`src/rtl/imem_fetch_arbiter_if.sv`:
```
// Bundle of the IF-stage, debug-burst and instruction-ROM signals around imem_fetch_arbiter.
// The arbiter uses the slave modport; requesters and the ROM model sit on the master side.
interface imem_fetch_arbiter_if #(
    parameter int unsigned LEN_W = 11
);
    logic             if_req;
    logic [31:0]      if_addr;
    logic             if_gnt;
    logic             if_valid;
    logic [31:0]      if_data;
    logic             if_err;

    logic             dbg_start;
    logic [31:0]      dbg_base;
    logic [LEN_W-1:0] dbg_len;
    logic             dbg_abort;
    logic             dbg_busy;
    logic             dbg_valid;
    logic [31:0]      dbg_data;
    logic             dbg_err;
    logic             dbg_done;

    logic             mem_ce;
    logic [31:0]      mem_addr;
    logic [31:0]      mem_data;

    modport slave (
        input  if_req, if_addr, dbg_start, dbg_base, dbg_len, dbg_abort, mem_data,
        output if_gnt, if_valid, if_data, if_err,
        output dbg_busy, dbg_valid, dbg_data, dbg_err, dbg_done,
        output mem_ce, mem_addr
    );

    modport master (
        output if_req, if_addr, dbg_start, dbg_base, dbg_len, dbg_abort, mem_data,
        input  if_gnt, if_valid, if_data, if_err,
        input  dbg_busy, dbg_valid, dbg_data, dbg_err, dbg_done,
        input  mem_ce, mem_addr
    );
endinterface

```
`src/rtl/imem_fetch_arbiter.sv`:
```
// Shares the instruction ROM port between single-word IF fetches and debug burst reads,
// with per-cycle arbitration, a starvation limit for debug, and registered responses.
module imem_fetch_arbiter #(
    parameter int unsigned DEPTH_WORDS = 1024,
    parameter int unsigned STARVE_MAX  = 4,
    parameter int unsigned LEN_W       = 11
) (
    input  logic                 clk,
    input  logic                 rst_n,
    imem_fetch_arbiter_if.slave  bus
);
    localparam int unsigned SW = $clog2(STARVE_MAX + 1);

    typedef enum logic [0:0] {StIdle, StBurst} state_e;

    state_e           state_q, state_d;
    logic [31:0]      cur_q, cur_d;
    logic [LEN_W-1:0] rem_q, rem_d;
    logic [SW-1:0]    starve_q, starve_d;
    logic             dbg_done_d;

    logic             if_valid_q, if_err_q, dbg_valid_q, dbg_err_q, dbg_done_q;
    logic [31:0]      if_data_q, dbg_data_q;

    logic             fetch_win, dbg_win, fetch_ok, dbg_ok;

    function automatic logic in_range(input logic [31:0] addr);
        return 32'(addr[31:2]) < DEPTH_WORDS;
    endfunction

    assign fetch_ok = (bus.if_addr[1:0] == 2'b00) && in_range(bus.if_addr);
    assign dbg_ok   = in_range(cur_q);

    // Gated by rst_n so no grant or chip enable leaks out while reset is held.
    always_comb begin
        fetch_win = 1'b0;
        dbg_win   = 1'b0;
        if (rst_n) begin
            if (state_q == StIdle) begin
                fetch_win = bus.if_req;
            end else begin
                fetch_win = bus.if_req && (starve_q < SW'(STARVE_MAX));
                dbg_win   = !fetch_win && !bus.dbg_abort;
            end
        end
    end

    always_comb begin
        state_d    = state_q;
        cur_d      = cur_q;
        rem_d      = rem_q;
        starve_d   = starve_q;
        dbg_done_d = 1'b0;
        unique case (state_q)
            StIdle: begin
                starve_d = '0;
                if (bus.dbg_start) begin
                    cur_d = bus.dbg_base & ~32'h3;
                    rem_d = bus.dbg_len;
                    if (bus.dbg_len == '0) begin
                        dbg_done_d = 1'b1;
                    end else begin
                        state_d = StBurst;
                    end
                end
            end
            StBurst: begin
                if (bus.dbg_abort) begin
                    state_d    = StIdle;
                    starve_d   = '0;
                    dbg_done_d = 1'b1;
                end else if (fetch_win) begin
                    starve_d = starve_q + SW'(1);
                end else begin
                    starve_d = '0;
                    cur_d    = cur_q + 32'd4;
                    rem_d    = rem_q - LEN_W'(1);
                    if (rem_q == LEN_W'(1)) begin
                        state_d    = StIdle;
                        dbg_done_d = 1'b1;
                    end
                end
            end
        endcase
    end

    // A granted slot with a bad address is consumed without touching the ROM.
    always_comb begin
        bus.mem_ce   = 1'b0;
        bus.mem_addr = '0;
        if (fetch_win && fetch_ok) begin
            bus.mem_ce   = 1'b1;
            bus.mem_addr = bus.if_addr;
        end else if (dbg_win && dbg_ok) begin
            bus.mem_ce   = 1'b1;
            bus.mem_addr = cur_q;
        end
    end

    always_ff @(posedge clk or negedge rst_n) begin
        if (!rst_n) begin
            state_q     <= StIdle;
            cur_q       <= '0;
            rem_q       <= '0;
            starve_q    <= '0;
            if_valid_q  <= 1'b0;
            if_err_q    <= 1'b0;
            if_data_q   <= '0;
            dbg_valid_q <= 1'b0;
            dbg_err_q   <= 1'b0;
            dbg_data_q  <= '0;
            dbg_done_q  <= 1'b0;
        end else begin
            state_q     <= state_d;
            cur_q       <= cur_d;
            rem_q       <= rem_d;
            starve_q    <= starve_d;
            if_valid_q  <= fetch_win;
            if_err_q    <= fetch_win && !fetch_ok;
            dbg_valid_q <= dbg_win;
            dbg_err_q   <= dbg_win && !dbg_ok;
            dbg_done_q  <= dbg_done_d;
            if (fetch_win) begin
                if_data_q <= fetch_ok ? bus.mem_data : '0;
            end
            if (dbg_win) begin
                dbg_data_q <= dbg_ok ? bus.mem_data : '0;
            end
        end
    end

    assign bus.if_gnt    = fetch_win;
    assign bus.if_valid  = if_valid_q;
    assign bus.if_data   = if_data_q;
    assign bus.if_err    = if_err_q;
    assign bus.dbg_busy  = (state_q == StBurst);
    assign bus.dbg_valid = dbg_valid_q;
    assign bus.dbg_data  = dbg_data_q;
    assign bus.dbg_err   = dbg_err_q;
    assign bus.dbg_done  = dbg_done_q;
endmodule

```
`src/flat_wrapper.sv`:
```
// flat-port wrapper written by rule: the top's interface ports become plain ports
module imem_fetch_arbiter_flat 
#(
    parameter int unsigned DEPTH_WORDS = 1024,
    parameter int unsigned STARVE_MAX  = 4,
    parameter int unsigned LEN_W       = 11
)
  (clk, rst_n, bus_if_req, bus_if_addr, bus_dbg_start, bus_dbg_base, bus_dbg_len, bus_dbg_abort, bus_mem_data, bus_if_gnt, bus_if_valid, bus_if_data, bus_if_err, bus_dbg_busy, bus_dbg_valid, bus_dbg_data, bus_dbg_err, bus_dbg_done, bus_mem_ce, bus_mem_addr);
  imem_fetch_arbiter_if #(.LEN_W(LEN_W)) bus_i ();
  input  logic clk;
  input  logic rst_n;
  input wire logic [$bits(bus_i.if_req)-1:0] bus_if_req;
  input wire logic [$bits(bus_i.if_addr)-1:0] bus_if_addr;
  input wire logic [$bits(bus_i.dbg_start)-1:0] bus_dbg_start;
  input wire logic [$bits(bus_i.dbg_base)-1:0] bus_dbg_base;
  input wire logic [$bits(bus_i.dbg_len)-1:0] bus_dbg_len;
  input wire logic [$bits(bus_i.dbg_abort)-1:0] bus_dbg_abort;
  input wire logic [$bits(bus_i.mem_data)-1:0] bus_mem_data;
  output wire logic [$bits(bus_i.if_gnt)-1:0] bus_if_gnt;
  output wire logic [$bits(bus_i.if_valid)-1:0] bus_if_valid;
  output wire logic [$bits(bus_i.if_data)-1:0] bus_if_data;
  output wire logic [$bits(bus_i.if_err)-1:0] bus_if_err;
  output wire logic [$bits(bus_i.dbg_busy)-1:0] bus_dbg_busy;
  output wire logic [$bits(bus_i.dbg_valid)-1:0] bus_dbg_valid;
  output wire logic [$bits(bus_i.dbg_data)-1:0] bus_dbg_data;
  output wire logic [$bits(bus_i.dbg_err)-1:0] bus_dbg_err;
  output wire logic [$bits(bus_i.dbg_done)-1:0] bus_dbg_done;
  output wire logic [$bits(bus_i.mem_ce)-1:0] bus_mem_ce;
  output wire logic [$bits(bus_i.mem_addr)-1:0] bus_mem_addr;
  assign bus_i.if_req = bus_if_req;
  assign bus_i.if_addr = bus_if_addr;
  assign bus_i.dbg_start = bus_dbg_start;
  assign bus_i.dbg_base = bus_dbg_base;
  assign bus_i.dbg_len = bus_dbg_len;
  assign bus_i.dbg_abort = bus_dbg_abort;
  assign bus_i.mem_data = bus_mem_data;
  assign bus_if_gnt = bus_i.if_gnt;
  assign bus_if_valid = bus_i.if_valid;
  assign bus_if_data = bus_i.if_data;
  assign bus_if_err = bus_i.if_err;
  assign bus_dbg_busy = bus_i.dbg_busy;
  assign bus_dbg_valid = bus_i.dbg_valid;
  assign bus_dbg_data = bus_i.dbg_data;
  assign bus_dbg_err = bus_i.dbg_err;
  assign bus_dbg_done = bus_i.dbg_done;
  assign bus_mem_ce = bus_i.mem_ce;
  assign bus_mem_addr = bus_i.mem_addr;
  imem_fetch_arbiter #(.DEPTH_WORDS(DEPTH_WORDS), .STARVE_MAX(STARVE_MAX), .LEN_W(LEN_W)) u_core (.clk(clk), .rst_n(rst_n), .bus(bus_i));
endmodule
```
`config.mk`:
```
export PLATFORM = sky130hd
export DESIGN_NAME = imem_fetch_arbiter_flat
export DESIGN_NICKNAME = d
export VERILOG_FILES = /design/src/rtl/imem_fetch_arbiter_if.sv /design/src/rtl/imem_fetch_arbiter.sv /design/src/flat_wrapper.sv
export SDC_FILE = /design/constraint.sdc
export NUM_CORES = 1
export LEC_CHECK = 0
export ABC_CLOCK_PERIOD_IN_PS = 5300
export CORE_AREA = 2 2 117 119
export CTS_CLUSTER_SIZE = 10
export DETAILED_ROUTE_END_ITERATION = 6
export DIE_AREA = 0 0 119 121
export DONT_BUFFER_PORTS = 1
export PLACE_DENSITY = 0.66
export SLEW_MARGIN = 25
export SYNTH_ARGS = -nofsm -noshare
export SYNTH_HDL_FRONTEND = slang
export SYNTH_SLANG_ARGS = --single-unit
```
`constraint.sdc`:
```
create_clock -name clk -period 5.3 [get_ports clk]
set_input_delay 1.59 -clock clk [delete_from_list [all_inputs] [get_ports clk]]
set_output_delay 1.59 -clock clk [all_outputs]
set_load 0.01 [all_outputs]
```
# Word-level counts from Yosys, hierarchy flattened

Index checks and enable logic that the tools add are counted.

Output and inout port bits: 104
Input port bits: 112
Word-level logic and storage cells: 69
Bits in registers: 116

Muxes and demuxes: 33
Reductions and logical operators: 14
Equal/unequal tests: 4
Add/subtract/negate cells: 3
Order comparisons: 3
Bitwise gates (word level): 1

Operators with widths:

| operator                | number |
|---|---|
| $mux W32                | 7 |
| $pmux W32 S2            | 1 |
| $lt A30 B11 Y1 const B  | 2 |
| $mux W11                | 3 |
| $add A32 B3 Y32 const B | 1 |
| $pmux W11 S2            | 1 |
| $mux W1                 | 16 |
| $eq A11 B1 Y1 const B   | 1 |
| $logic_not A11 Y1       | 1 |
| $sub A11 B1 Y11 const B | 1 |
| $logic_and A1 B1 Y1     | 7 |
| $mux W3                 | 2 |
| $ne A2 B2 Y1 const B    | 3 |
| $pmux W3 S2             | 1 |
| $logic_not A1 Y1        | 4 |
| $pmux W1 S2             | 2 |
| $add A3 B1 Y3 const B   | 1 |
| $lt A3 B3 Y1 const B    | 1 |
| $reduce_and A3 Y1       | 1 |
| $logic_not A2 Y1        | 1 |
| $not A1 Y1              | 1 |

# Logic depth before layout (Yosys ltp)

Gate-level depths: netlist (run 1).

Depth in word-level cells: 9
Depth in mapped cells: 7
Depth with buffers taken out: 7

# Worst setup path before layout (run 1)

No wires, ideal clock.

Path kind: in2out
Start point: in bus_if_addr[29]
End point: out bus_mem_addr[10]
Arrival time: 3.008 ns
Slack: 0.702 ns
Stages on the path: 5
Buffers on the path: 1
Data required time: 3.710 ns
Cell sequence: or4_1 -> nor4_4 -> and2_1 -> buf_2 -> a22o_1

Cells in the longest elaborated chain, start to end: 4

RTL lines:

| element             | line                     | source |
|---|---|---|
| start: declaration  | flat_wrapper.sv:13       | `input wire logic [$bits(bus_i.if_addr)-1:0] bus_if_addr;` |
| $lt A30 B11 Y1      | imem_fetch_arbiter.sv:28 | `return 32'(addr[31:2]) < DEPTH_WORDS;` |
| $logic_and A1 B1 Y1 | imem_fetch_arbiter.sv:31 | `assign fetch_ok = (bus.if_addr[1:0] == 2'b00) && in_range(bus.if_addr);` |
| $logic_and A1 B1 Y1 | imem_fetch_arbiter.sv:91 | `if (fetch_win && fetch_ok) begin` |
| $mux W32            | imem_fetch_arbiter.sv:91 |  |
| end: declaration    | flat_wrapper.sv:29       | `output wire logic [$bits(bus_i.mem_addr)-1:0] bus_mem_addr;` |

Every way passes these cells.

# Final worst setup path (run 1)

Start point: in bus_if_addr[29]
End point: out bus_mem_addr[11]

Same word-level chain as after synthesis.

==> out/qor.yml, run 1 <==
min_path:
  hold_path_depth: 1
  min_path_type: "reg2reg"
finish:
  nFillCells: 1226
  final_nets: 762
  multiInputGateArea_um2: 2670
  syn_to_final_growth_pct: 11.1
  drive_above_1_share: 0.0865
  diodes: 0
  ff_latch_area_um2: 2850
  final_cell_count_no_fill: 835
  fin_area_um2: 6440
setup_path:
  r2r_setup_slack_ps: 2720
  r2r-end: "u_core.rem_q[7]"
  cp_max_fo: 11
  required_ps: 3710
  endpoint: "bus_mem_addr[11]"
  rr_startpoint: "u_core.bus.dbg_busy"
  crit_type: "in2out"
  worst-r2r-cell-count: 7
  start_kind: "primary input"
  critPathArrivalTime_ps: 3080
  crit_path_start: "bus_if_addr[29]"
  end_kind: "output pin"
clock_tree:
  root_buffer: "clkbuf_16"
  cts_tree: "built"
  cts_hold_buf: 0
  cts.clk_slew.worst_paths_ps: 60
  clock_latency_ps: 420
  cts_buffers: 17
  clkSinkCount: 114
  post-cts-setup-buffers: 0
  clockBufferDepth: 2
  htreeDepth: 4
  cts-resized-gates: 0
power_and_ir_drop:
  ir_drop_mv: 0.217
  leakagePower_nw: 3.11
  power_w: 0.00260
  power_per_cell_area_nw_per_um2: 404
route:
  first_iter_violations: 331
  met3_length_um: 1570
  route.met2.wl_um: 7870
  highest-signal-layer: "met4"
  drt_first_pass_iters: 4
  wl_met1_um: 6170
  vias_per_cell: 5.86
  routed_wl_um: 15900
  post_drt_wl_per_cell_um: 19.1
  num_vias: 4890
  drc_errors: 0
  antenna_left: 0
timing:
  fin_crit_sh: 0.881
  finalSetupViolCount: 0
  worst_hold_slack_ps: 456
  clock.fmax_mhz: 214
  rsz0062_at_grt: "no"
  finalHoldViolations: 0
  clock_skew_ps: 16.8
  worstMarginPinSlew_ps: 969
  timing.slew.headroom: 0.354
  drv_slew: 0
  layout_min_cycle_time_ps: 4670
  setup_tns_ps: 0
synth:
  synthSimpleGateAreaFrac: 0.286
  synth-edff-count: 0
  synth_area_per_cell_um2: 8.83
  synth-adder-area-share: 0.00864
  syn_area_um2: 5800
  synth_top_family_by_area: "simple AND/OR/NAND/NOR gates"
  synth.distinct_cells: 55
  async_flop_share: 1.00
  ys_ff_latch: 114
  synth_ff_type: "dfrtp_1"
  ys_warn_count: 0
  synthCells: 656
  seq_area_frac_synth: 0.492
  synthMuxAreaShare: 0.0225
  synthXorXnorAreaFrac: 0.00453
  synth_compound_area_frac: 0.124
global_route:
  grt_max_degree: 119
  grtUsageTotal: 0.225
  grt_remaining_overflow: 0
  grt_pass1_vias: 4903
  grt_pass1_wl_um: 25300
  antenna_found_initial: 0
place:
  dp_cells: 803
  io_buffer_count: 0
  place_area_um2: 5850
  globalplace.congestion: 0.846
  dpl.hpwl_um: 10800
die:
  die_area_um2: 14400
  die_x_um: 119
  rows: 42
  core_area_um2: 13100
  initial_utilization: 0.443
  die_y_um: 121
  ioPinCount: 216
run:
  cap_viol_max_count: 0
run_status:
  status: "finished clean"
metrics by stage:
step / utilization / setup WS, ps
detailed placement: 0.447 / 600
floorplan: - / 702
global placement: 0.447 / 639
CTS: 0.492 / 595
global route: 0.492 / 518
finish: 0.492 / 631
metal layers:
metal | GRT usage | up-vias
li1 | - | 2251
met1 | 0.255 | 2389
met2 | 0.379 | 229
met3 | 0.0916 | 21
met4 | 0.0900 | 0
met5 | 0 | -
worst max-delay path, cell delays in order:
cell and delay (ps):
or4_1 560, nor4_4 270, and2_1 400, a22o_1 250
layout by cell type, fill, tap and decap left out, types with 5 or more instances in the layout:
master,count
nor2_1,36
conb_1,22
buf_4,11
a21o_1,5
dfrtp_1,114
or4_1,5
nor3_1,10
nand2b_1,5
nand3_1,79
and3_1,12
o21ai_0,16
a22o_1,9
nand2_1,157
a21oi_1,28
o22ai_1,9
nor4_1,15
a221o_1,5
clkbuf_16,17
mux2i_1,13
inv_1,5
nand4_1,10
synthesized netlist by cell type, drive strengths merged, types with 4 or more instances:
cell,count,area [um^2]
nand2,157,589
nor2,37,139
a211oi,4,30.0
a21o,5,37.5
or4,6,48.8
nand4,11,83.8
ha,4,50.1
o21ai,17,85.1
o22ai,9,56.3
a221o,6,61.3
and3,12,75.1
nand2b,5,31.3
o221a,4,45.0
mux2i,13,130
a22o,10,88.8
nor4,18,158
a22oi,4,30.0
nor3,10,50.1
buf,33,216
or3,4,25.0
nand3,79,395
a21oi,28,140
inv,6,22.5
clkbuf,27,101
dfrtp,114,2850
report_power, final:
| part | leakage (nW) | total, W | switching [W] | internal [W] |
|---|---|---|---|---|
| Sequential | 1.49 | 0.00112 | 0.000149 | 0.000971 |
| Combinational | 1.34 | 0.000349 | 0.000203 | 0.000147 |
| Clock | 0.280 | 0.00113 | 0.000425 | 0.000708 |
logic make-up after synthesis:
kind of cell	Yosys count
adders and majority gates	4
and+or+nand+nor	348
buffers and inverters	68
other	1
muxes	13
xor gates and xnor gates	3
AOI/OAI and AO/OA	105
DFF	114
final cells by class:
class,instances,area share
clock buffer,18,0.0682
multi-input combinational,495,0.414
clock inverter,14,0.0237
inverter,7,0.00408
sequential,114,0.443
tap,176,0.0342
timing repair buffer,11,0.0128
flip-flops by register name, indices dropped and copies added, names as in the netlist:
signal                flops
u_core.bus.dbg_busy       1
u_core.bus.dbg_data      32
u_core.bus.dbg_done       1
u_core.bus.dbg_err        1
u_core.bus.dbg_valid      1
u_core.bus.if_data       32
u_core.bus.if_err         1
u_core.bus.if_valid       1
u_core.cur_q             30
u_core.rem_q             11
u_core.starve_q           3
worst min-delay path by stage:
stage	from	endpoint	slack, ps
floorplan	u_core.starve_q[0]	u_core.starve_q[0]	420
global placement	u_core.starve_q[0]	u_core.starve_q[0]	430
detailed placement	u_core.starve_q[0]	u_core.starve_q[0]	460
CTS	u_core.starve_q[0]	u_core.starve_q[0]	460
global route	u_core.starve_q[0]	u_core.starve_q[0]	480
finish	u_core.starve_q[0]	u_core.starve_q[0]	460
Power figures use the tool's default switching activity.
==> inputs of run 2 (changes only) <==
- CORE_AREA: 2 2 117 119 -> 5 5 120 122
- DIE_AREA: 0 0 119 121 -> 0 0 125 127
==> out/qor.yml, run 2 (synthesis results as in run 1) <==
run_status:
  status: "finished clean"
route:
  drt_first_pass_iters: 5
  drc_errors: 0
  post_drt_wl_per_cell_um: 19.8
  antenna_left: 0
  routed_wl_um: 16500
  first_iter_violations: 385
  num_vias: 4889
  vias_per_cell: 5.86
timing:
  clock.fmax_mhz: 211
  worst_hold_slack_ps: 448
  fin_crit_sh: 0.892
  timing.slew.headroom: 0.335
  setup_ws_ps: 571
  layout_min_cycle_time_ps: 4730
  finalHoldViolations: 0
  rsz0062_at_grt: "no"
  finalSetupViolCount: 0
  drv_slew: 0
  setup_tns_ps: 0
  clock_skew_ps: 7.12
  worstMarginPinSlew_ps: 997
clock_tree:
  clkSinkCount: 114
  clock_latency_ps: 400
  cts.clk_slew.worst_paths_ps: 50
  post-cts-setup-buffers: 0
  cts_hold_buf: 0
  cts_buffers: 17
  cts-resized-gates: 0
  clockBufferDepth: 2
  cts_tree: "built"
  htreeDepth: 4
  root_buffer: "clkbuf_16"
setup_path:
  required_ps: 3710
  start_kind: "primary input"
  worst-r2r-cell-count: 7
  r2r_setup_slack_ps: 2710
  endpoint: "bus_mem_addr[8]"
  cp_max_fo: 11
  crit_path_start: "bus_if_addr[21]"
  crit_type: "in2out"
  rr_startpoint: "u_core.bus.dbg_busy"
  critPathArrivalTime_ps: 3140
  end_kind: "output pin"
  r2r-end: "u_core.cur_q[12]"
die:
  die_y_um: 127
  rows: 42
  core_area_um2: 13100
  initial_utilization: 0.443
  die_x_um: 125
  ioPinCount: 216
  die_area_um2: 15900
global_route:
  grt_max_degree: 119
  grt_remaining_overflow: 0
  antenna_found_initial: 0
  grtUsageTotal: 0.203
  grt_pass1_vias: 4711
  grt_pass1_wl_um: 25800
run:
  cap_viol_max_count: 0
finish:
  final_nets: 762
  mostFrequentLayoutCells: "157 x nand2_1, 114 x dfrtp_1, 79 x nand3_1, 36 x nor2_1, 28 x a21oi_1"
  final_common_cell: "nand2_1"
  fin_area_um2: 6490
  drive_above_1_share: 0.0850
  syn_to_final_growth_pct: 11.9
  diodes: 0
power_and_ir_drop:
  leakagePower_nw: 3.13
  p_sw_frac: 0.279
  ir_drop_mv: 0.250
  clock_power_share: 0.451
  comb_power_share: 0.130
  p_sw_w: 0.000745
  internal-power_w: 0.00193
  power_per_cell_area_nw_per_um2: 412
  seqPwrFrac: 0.419
place:
  globalplace.congestion: 0.834
  io_buffer_count: 0
  dp_worst_setup_slack_ps: 499
  dpl.hpwl_um: 11400
  place_area_um2: 5850
min_path:
  min_path_type: "reg2reg"
## run 2: worst min path at each step
| stage | startpoint | cells past startpoint | end |
|---|---|---|---|
| after floorplan | u_core.starve_q[0] | 1 | u_core.starve_q[0] |
| after global placement | u_core.starve_q[0] | 1 | u_core.starve_q[0] |
| after detailed placement | u_core.starve_q[0] | 1 | u_core.starve_q[0] |
| after CTS | u_core.starve_q[0] | 1 | u_core.starve_q[0] |
| after global routing | u_core.starve_q[0] | 1 | u_core.starve_q[0] |
| final | u_core.starve_q[0] | 1 | u_core.starve_q[0] |
## run 2: worst max-delay path, cell delays in order
cell and delay (ps):
nor4_1 370, nand4_1 260, nor4_4 250, and2_1 410
a22o_1 250
## run 2: power groups by stage
stage          Clock (W)  Sequential (W)  Combinational [W]
5_1_grt          0.00128         0.00114           0.000391
4_1_cts          0.00123         0.00112           0.000347
6_report         0.00121         0.00112           0.000347
3_3_place_gp           0         0.00112           0.000334
3_5_place_dp           0         0.00113           0.000344
2_1_floorplan          0         0.00109           0.000301
## run 2: layout make-up
cell class,count,area [um^2]
Fill cell,1229,6600
Sequential cell,114,2850
Multi-Input combinational cell,495,2670
Clock buffer,20,457
Tap cell,176,220
Clock inverter,12,181
Timing Repair Buffer,11,82.6
Inverter,7,26.3
## run 2: per-layer routing
layer	wire [um]	GRT usage	vias to the layer above
li1	-	-	2262
met1	6250	0.246	2359
met2	8270	0.342	249
met3	1770	0.0751	19
met4	208	0.0587	0
met5	0	0	-
## run 2: per-stage QoR
step	cells	power (W)	util
global placement	803	0.00145	0.447
floorplan	677	0.00139	-
finish	835	0.00267	0.496
detailed placement	803	0.00147	0.447
global route	835	0.00281	0.496
CTS	835	0.00269	0.496
==> inputs of run 3 (changes only) <==
==> constraint.sdc (replaced) <==
create_clock -name clk -period 5.3 [get_ports clk]
set_input_delay 0.795 -clock clk [delete_from_list [all_inputs] [get_ports clk]]
set_output_delay 0.795 -clock clk [all_outputs]
set_load 0.01 [all_outputs]
==> out/qor.yml, run 3 (synthesis results as in run 1) <==
run_status:
  status: "finished clean"
route:
  met3_length_um: 1670
  vias_per_cell: 5.89
  antenna_left: 0
  post_drt_wl_per_cell_um: 20.1
  route.met2.wl_um: 8320
  first_iter_violations: 330
  routed_wl_um: 16800
  drt_first_pass_iters: 4
  wl_met1_um: 6520
  highest-signal-layer: "met4"
  num_vias: 4909
  drc_errors: 0
timing:
  rsz0062_at_grt: "no"
  layout_min_cycle_time_ps: 3450
  worst_hold_slack_ps: 77.1
  timing.slew.headroom: 0.335
  finalSetupViolCount: 0
  clock_skew_ps: 7.51
  setup_ws_ps: 1850
  drv_slew: 0
  finalHoldViolations: 0
  setup_tns_ps: 0
  worstMarginPinSlew_ps: 998
  clock.fmax_mhz: 290
  fin_crit_sh: 0.650
setup_path:
  crit_family: "simple AND/OR/NAND/NOR gates"
  slowest_delay_ps: 570
  critPathArrivalTime_ps: 2650
  required_ps: 4510
  cp_max_fo: 34
  path_cells: "or4_1 -> nor4_4 -> buf_4 -> and2_1 -> a22o_1"
  start_kind: "primary input"
  crit_buf_inv: 1
  crit_type: "in2out"
  rr_startpoint: "u_core.bus.dbg_busy"
  end_kind: "output pin"
  critPathSlowestCell: "or4_1"
  r2r-end: "u_core.cur_q[12]"
  worst-r2r-cell-count: 7
  r2r_setup_slack_ps: 2740
place:
  io_buffer_count: 0
  dpl.hpwl_um: 11500
  dp_worst_setup_slack_ps: 1840
  globalplace.congestion: 0.846
finish:
  drive_above_1_share: 0.0866
  mostFrequentLayoutCells: "157 x nand2_1, 114 x dfrtp_1, 79 x nand3_1, 36 x nor2_1, 28 x a21oi_1"
  diodes: 0
  final_common_cell: "nand2_1"
  syn_to_final_growth_pct: 11.4
  final_nets: 761
clock_tree:
  cts-resized-gates: 0
  cts.clk_slew.worst_paths_ps: 50
  clockBufferDepth: 2
  clock_latency_ps: 410
  root_buffer: "clkbuf_16"
  cts_tree: "built"
  cts_buffers: 17
  cts_hold_buf: 0
  clkSinkCount: 114
  htreeDepth: 4
  post-cts-setup-buffers: 0
power_and_ir_drop:
  ir_drop_mv: 0.206
  p_sw_frac: 0.293
  clock_power_share: 0.442
  power_w: 0.00263
  internal-power_w: 0.00186
  comb_power_share: 0.132
  power_per_cell_area_nw_per_um2: 408
  seqPwrFrac: 0.426
  leakagePower_nw: 3.12
  p_sw_w: 0.000772
die:
  die_x_um: 125
  rows: 42
  core_area_um2: 13100
  die_y_um: 127
  die_area_um2: 15900
  initial_utilization: 0.443
  ioPinCount: 216
global_route:
  grt_pass1_wl_um: 26700
  grt_remaining_overflow: 0
  grtUsageTotal: 0.211
  grt_max_degree: 119
  antenna_found_initial: 0
  grt_pass1_vias: 4868
min_path:
  min_path_type: "in2async"
run:
  cap_viol_max_count: 0
run 3: changes by cell type in the layout (fill, tap and decap cells not counted), sizes merged:
cell	change
clkinvlp	-1
bufinv	-1
clkinv	+2
clkbuf	-3
buf	-1
inv	+3
run 3: worst max path at each step:
stage                    startpoint          endpoint  cells after the start
floorplan           bus_if_addr[29]  bus_mem_addr[10]                      5
global placement    bus_if_addr[21]   bus_mem_addr[9]                      6
detailed placement  bus_if_addr[29]   bus_mem_addr[7]                      5
CTS                 bus_if_addr[29]   bus_mem_addr[7]                      5
global route        bus_if_addr[29]   bus_mem_addr[9]                      5
finish              bus_if_addr[29]   bus_mem_addr[7]                      5
run 3: layer usage:
layer	GRT usage	up-vias
met5	0	-
met4	0.0670	0
met3	0.0831	23
met2	0.356	240
met1	0.249	2392
li1	-	2254
run 3: metrics by stage:
stage,area [um^2],instances,utilization
after floorplan,5870,677,-
after global placement,5840,802,0.446
after detailed placement,5850,802,0.447
after CTS,6460,834,0.493
after global routing,6460,834,0.493
final,6460,834,0.493
run 3: power by group through the flow:
stage	sequential, W	combinational, W	clock [W]
after floorplan	0.00109	0.000301	0
after global placement	0.00112	0.000334	0
after detailed placement	0.00113	0.000346	0
after CTS	0.00112	0.000347	0.00119
after global routing	0.00114	0.000391	0.00123
final	0.00112	0.000349	0.00116
run 3: worst reg2reg max path: cells and delay by family, from the launching register on:
| kind | cells | cell delay [ps] |
|---|---|---|
| simple gates | 2 | 1040 |
| flops | 1 | 330 |
| compound gates | 3 | 490 |
| buf+inv | 2 | 650 |
run 3: cell type report:
type | count | area, um^2
Fill cell | 1234 | 6630
Sequential cell | 114 | 2850
Multi-Input combinational cell | 495 | 2670
Clock buffer | 17 | 425
Tap cell | 176 | 220
Clock inverter | 15 | 184
Timing Repair Buffer | 10 | 75.1
Inverter | 7 | 26.3
